$ cat src/rtl/cmd_ram_v2.sv
//============================================================================
// Module   : cmd_ram_v2
// Purpose  : Command-driven single-port RAM. A 2-bit opcode on each valid
//            input word selects: set write address, write data, set read
//            address, or read data. Read data comes out through a one-entry
//            valid/ready output register. A read that arrives while that
//            register is full and not being drained is dropped, and this
//            sets a sticky error flag.
// Ports    : clk      - clock, rising edge
//            rst      - synchronous active-high reset
//            din      - {opcode[1:0], payload[DATA_W-1:0]}
//            rx_valid - din carries a command this cycle
//            dout     - registered read data
//            tx_valid - dout holds unconsumed read data
//            tx_ready - consumer takes dout this cycle
//            err      - sticky: a read-data command was dropped
// Revision : 1.0 - initial release
//============================================================================
`default_nettype none

module cmd_ram_v2 #(
  parameter int ADDR_W   = 8,
  parameter int DATA_W   = 8,
  parameter int AUTO_INC = 1
) (
  input  logic              clk,
  input  logic              rst,
  input  logic [DATA_W+1:0] din,
  input  logic              rx_valid,
  output logic [DATA_W-1:0] dout,
  output logic              tx_valid,
  input  logic              tx_ready,
  output logic              err
);

  localparam logic [1:0] OP_WR_ADDR = 2'b00;
  localparam logic [1:0] OP_WR_DATA = 2'b01;
  localparam logic [1:0] OP_RD_ADDR = 2'b10;
  localparam logic [1:0] OP_RD_DATA = 2'b11;

  typedef enum logic [0:0] {
    EMPTY = 1'b0,
    FULL  = 1'b1
  } state_t;

  state_t            state;
  logic [ADDR_W-1:0] wr_addr;
  logic [ADDR_W-1:0] rd_addr;
  logic [DATA_W-1:0] mem [2**ADDR_W];

  logic [1:0]        opcode;
  logic [DATA_W-1:0] payload;
  logic [ADDR_W-1:0] addr_pl;
  logic              cmd_wr_addr;
  logic              cmd_wr_data;
  logic              cmd_rd_addr;
  logic              cmd_rd_data;
  logic              rd_accept;
  logic              rd_drop;
  logic              wr_en;

  assign opcode  = din[DATA_W+1:DATA_W];
  assign payload = din[DATA_W-1:0];

  // Address payload: low ADDR_W bits, or zero-extended when the data word is
  // narrower than the address.
  generate
    if (ADDR_W <= DATA_W) begin : g_addr_trunc
      assign addr_pl = payload[ADDR_W-1:0];
    end else begin : g_addr_ext
      assign addr_pl = {{(ADDR_W-DATA_W){1'b0}}, payload};
    end
  endgenerate

  assign cmd_wr_addr = rx_valid && (opcode == OP_WR_ADDR);
  assign cmd_wr_data = rx_valid && (opcode == OP_WR_DATA);
  assign cmd_rd_addr = rx_valid && (opcode == OP_RD_ADDR);
  assign cmd_rd_data = rx_valid && (opcode == OP_RD_DATA);

  // A read fits if the output register is empty or is being drained now.
  assign rd_accept = cmd_rd_data && ((state == EMPTY) || tx_ready);
  assign rd_drop   = cmd_rd_data && (state == FULL) && !tx_ready;

  // Reset suppresses the write so that reset takes priority over commands,
  // but it never clears the array itself.
  assign wr_en = cmd_wr_data && !rst;

  always_ff @(posedge clk) begin
    if (wr_en) begin
      mem[wr_addr] <= payload;
    end
  end

  always_ff @(posedge clk) begin
    if (rst) begin
      state   <= EMPTY;
      wr_addr <= '0;
      rd_addr <= '0;
      dout    <= '0;
      err     <= 1'b0;
    end else begin
      if (cmd_wr_addr) begin
        wr_addr <= addr_pl;
      end else if (cmd_wr_data && (AUTO_INC != 0)) begin
        wr_addr <= wr_addr + ADDR_W'(1);
      end

      if (cmd_rd_addr) begin
        rd_addr <= addr_pl;
      end else if (rd_accept && (AUTO_INC != 0)) begin
        rd_addr <= rd_addr + ADDR_W'(1);
      end

      if (rd_drop) begin
        err <= 1'b1;
      end

      // The memory write above lands on the previous edge, so a read one
      // cycle after a write to the same address sees the new value.
      case (state)
        EMPTY: begin
          if (rd_accept) begin
            dout  <= mem[rd_addr];
            state <= FULL;
          end
        end
        FULL: begin
          if (rd_accept) begin
            dout  <= mem[rd_addr];
            state <= FULL;
          end else if (tx_ready) begin
            state <= EMPTY;
          end
        end
        default: state <= EMPTY;
      endcase
    end
  end

  assign tx_valid = (state == FULL);

endmodule

`default_nettype wire

$ cat config.mk
export PLATFORM = sky130hd
export DESIGN_NAME = cmd_ram_v2
export DESIGN_NICKNAME = d
export VERILOG_FILES = /design/src/rtl/cmd_ram_v2.sv
export SDC_FILE = /design/constraint.sdc
export NUM_CORES = 2
export LEC_CHECK = 0
export BUFFER_PORTS_ARGS = -buffer_cell sky130_fd_sc_hd__buf_4
export CORE_AREA = 2 2 361 363
export CTS_CLUSTER_DIAMETER = 40
export DETAILED_ROUTE_END_ITERATION = 16
export DIE_AREA = 0 0 363 365
export PLACE_DENSITY_LB_ADDON = 0.15
export SLEW_MARGIN = 5
export SYNTH_ARGS = -nofsm -noshare
export SYNTH_HDL_FRONTEND = slang
export SYNTH_SLANG_ARGS = --single-unit
export TNS_END_PERCENT = 100
$ cat constraint.sdc
create_clock -name clk -period 2.63 [get_ports clk]
set_input_delay 0.263 -clock clk [delete_from_list [all_inputs] [get_ports clk]]
set_output_delay 0.263 -clock clk [all_outputs]
set_load 0.005 [all_outputs]
==> flow_summary_export.csv <==
group,metric,value,unit
floorplan,start_util,0.628,
synthesis,seq_area_frac_synth,0.768,
floorplan,die_area,132000,sq um
cts,cts_buffers,219,
final_layout,layout-drive-gt1-share,0.327,
synthesis,syn-cell-area,80700,sq um
power_and_ir_drop,power_density,731,nW/um^2
floorplan,coreArea,129000,sq um
final_layout,finalCoreUtilization,0.760,
global_routing,grt_pass1_wl,305,mm
synthesis,ys_async_sr_fraction,0,
synthesis,synth_area_leader_cell,"edfxtp_1",
power_and_ir_drop,p_switching,15.5,mW
sta,rsz0062_at_grt,"yes",
cts,clk_pin_slew_worst_paths,0.07,ns
sta,finClkSkew,0.0367,ns
cts,cts_tree,"done",
cts,clock_latency,0.87,ns
sta,worst_pin_slew,1.04,ns
placement,dp_hpwl,130,mm
routing,drc,0,
placement,dpl.cell_count,6291,
global_routing,antenna_found_initial,7,
sta,hold_violations,0,
routing,wl,209,mm
floorplan,num_io_pins,24,
placement,finalWeightedCongestion,0.883,
power_and_ir_drop,irDropWorstVdd,0.766,mV
setup_path,critPathRequiredTime,3.44,ns
cts,cts_sinks,2074,
cts,cts-root-buf,"clkbuf_16",
final_layout,final_cells,6764,
routing,viasPerCell,6.62,
synthesis,yosysWarnings,0,
synthesis,synth_edf_count,2048,
floorplan,die_y,365,um
synthesis,synth_area_leaders,"edfxtp_1, mux4_2, mux2i_1",
sta,period_needed,2.84,ns
routing,num_vias,44765,
run_status,status,"finished with violations",
setup_path,r2r_slack,-0.21,ns
synthesis,ys.flop_type,"edfxtp_1",
power_and_ir_drop,p_leak,31.4,nW
global_routing,grt_usage,0.321,
sta,slew_headroom,0.309,
power_and_ir_drop,comb_power_share,0.053,
floorplan,die_w,363,um
setup_path,worst_r2r_path_depth,12,
global_routing,grt_overflow,0,
worst_hold_path,whs_endpoint,"rd_addr[3]$_SDFFE_PP0P_",
synthesis,synth_cell_type_count,54,
routing,dr.first_iter.drc_count,6221,
worst_hold_path,hold_path.class,"input port to flip-flop",
run,maxCapViolations,0,
placement,port_buffers,23,
setup_path,regToRegEndpoint,"dout[1]$_SDFFE_PP0P_",
placement,place_area,88300,sq um
final_layout,area_delta_synth_final,21.0,%
synthesis,yosys.cell_count.top_type,"edfxtp_1",
global_routing,grt_start_max_net_pins,89,
sta,timing.fmax,352,MHz
synthesis,synth_top_area_frac,0.762,
power_and_ir_drop,p_seq_frac,0.509,
synthesis,syn_nets,4143,
sta,finalSetupViolCount,8,
setup_path,crit_fanout,12,
synthesis,synth_seq_cells,2074,
power_and_ir_drop,pwr-share-clk,0.439,
setup_path,end_kind,"flip-flop",
routing,wire_per_inst,31.0,um
power_and_ir_drop,switching_share,0.218,
synthesis,syn_avg_cell_area,19.6,sq um
global_routing,grt_pass1_vias,44863,
power_and_ir_drop,p_int,55.9,mW
floorplan,placementRows,132,
final_layout,fin_area,97700,sq um
synthesis,syn_inst,4124,
setup_path,cp.arrival,3.65,ns
setup_path,critPathKind,"flip-flop to flip-flop",
synthesis,synth_commonest_cells,"edfxtp_1, mux4_2, nor2_1, mux2i_1, nand2_1",
setup_path,startpoint_type,"flip-flop",
worst_hold_path,holdPathStages,5,
final_layout,fin_nets,4917,
sta,period_share,1.08,
run_status,violations,"negative setup slack",
sta,tns,-1.29,ns
setup_path,rr_startpoint,"rd_addr[0]$_SDFFE_PP0P_",
cts,h-tree-depth,4,
routing,first_pass_iters,6,
routing,detail-route-antenna-nets,0,
sta,fin_ws,-0.210,ns
worst_hold_path,min_from,"rx_valid",
cts,clockBufferDepth,3,
sta,slew_viol_final,0,
power groups by stage:
stage	Combinational [mW]	Clock [mW]	Sequential, mW
CTS	3.69	31.5	36.3
detailed placement	3.35	0	37.0
global placement	3.29	0	37.0
floorplan	1.66	0	37.0
global route	3.93	32.9	36.3
finish	3.77	31.4	36.3
per-layer routing:
layer,up-vias,wire length (um),GRT usage
li1,18534,-,-
met5,-,34,0
met1,22917,77500,0.447
met2,2821,100000,0.505
met4,4,9310,0.136
met3,489,22500,0.0661
cell usage in the layout (no fill, tap or decap), types with 9 or more instances in the layout:
cell type         n
edfxtp_1       2048
buf_4           664
mux4_2          375
nor2_1          304
mux2i_1         264
clkbuf_16       219
nand2_1         218
buf_12           87
a21oi_1          85
o22ai_1          61
o221ai_1         47
clkinv_1         41
clkbuf_1         36
a221oi_1         34
nor2b_1          32
a211oi_1         32
bufinv_16        25
o21ai_0          24
clkinv_2         24
dfxtp_1          22
clkinvlp_4       21
a22oi_1          20
inv_6            19
nand3_1          18
and3_1           15
a31oi_1          14
buf_16           13
dlygate4sd3_1    13
nor3_1           12
nand2_2          12
a2111oi_2        11
buf_6            11
a22oi_2          10
clkinv_4         10
a221oi_2          9
o221ai_2          9
o22ai_2           9
buf_8             9
state kept, by name, indices dropped and copies added (netlist names):
| register | count |
|---|---|
| dout | 8 |
| err | 1 |
| mem | 2048 |
| rd_addr | 8 |
| tx_valid | 1 |
| wr_addr | 8 |
cells by family after synthesis:
kind of cell / count (synthesis) / synth area share
AND/OR/NAND/NOR: 688 / 0.0362
buffers and inverters: 255 / 0.0170
multiplexers: 647 / 0.138
adder cells (fa/ha/maj): 5 / 0.000775
AO/OA/AOI/OAI: 455 / 0.0396
flip-flops: 2074 / 0.768
layout make-up:
cell class                      instances  area [sq um]
Antenna cell                            1          2.50
Clock buffer                          256          5630
Clock inverter                        155          1820
Fill cell                            6861         30900
Inverter                                6          28.8
Multi-Input combinational cell       1795         18500
Sequential cell                      2074         62000
Tap cell                             1675          2100
Timing Repair Buffer                  802          7620
what timing repair did:
action	in CTS	in global routing
pin swaps	30	13
hold endpoints to repair	428	0
hold buffers	13	0
gates resized for setup	218	38
setup endpoints to repair	8	8
buffers inserted	33	13
gates cloned	6	0
worst max-delay path, cell delays in order, from the launching register on:
cell and delay, ns:
dfxtp_4 0.37, buf_12 0.15, buf_16 0.19, buf_16 0.18, buf_4 0.18, mux2i_1 0.12, o221ai_4 0.24, o22ai_2 0.14
nand2_2 0.15, o41ai_4 0.11, buf_4 0.18, nor4_4 0.50, a221o_1 0.22
through the flow:
step	setup slack (ns)	hold slack [ns]	power, mW
6_report	-0.210	0.0649	71.5
5_1_grt	-0.294	0.0529	73.2
4_1_cts	-0.0854	0.00242	71.6
3_5_place_dp	-1.05	0.467	40.4
3_3_place_gp	-1.13	0.465	40.3
2_1_floorplan	0.299	0.362	38.7
worst max-delay path by stage:
stage / cells past startpoint / from / slack [ns] / endpoint
2_1_floorplan: 7 / rd_addr[0]$_SDFFE_PP0P_ / 0.30 / dout[0]$_SDFFE_PP0P_
3_3_place_gp: 11 / rd_addr[0]$_SDFFE_PP0P_ / -1.13 / dout[7]$_SDFFE_PP0P_
3_5_place_dp: 11 / rd_addr[0]$_SDFFE_PP0P_ / -1.05 / dout[7]$_SDFFE_PP0P_
4_1_cts: 10 / rd_addr[0]$_SDFFE_PP0P_ / -0.09 / dout[1]$_SDFFE_PP0P_
5_1_grt: 12 / rd_addr[0]$_SDFFE_PP0P_ / -0.29 / dout[1]$_SDFFE_PP0P_
6_report: 12 / rd_addr[0]$_SDFFE_PP0P_ / -0.21 / dout[1]$_SDFFE_PP0P_
Power figures use the tool's default switching activity.
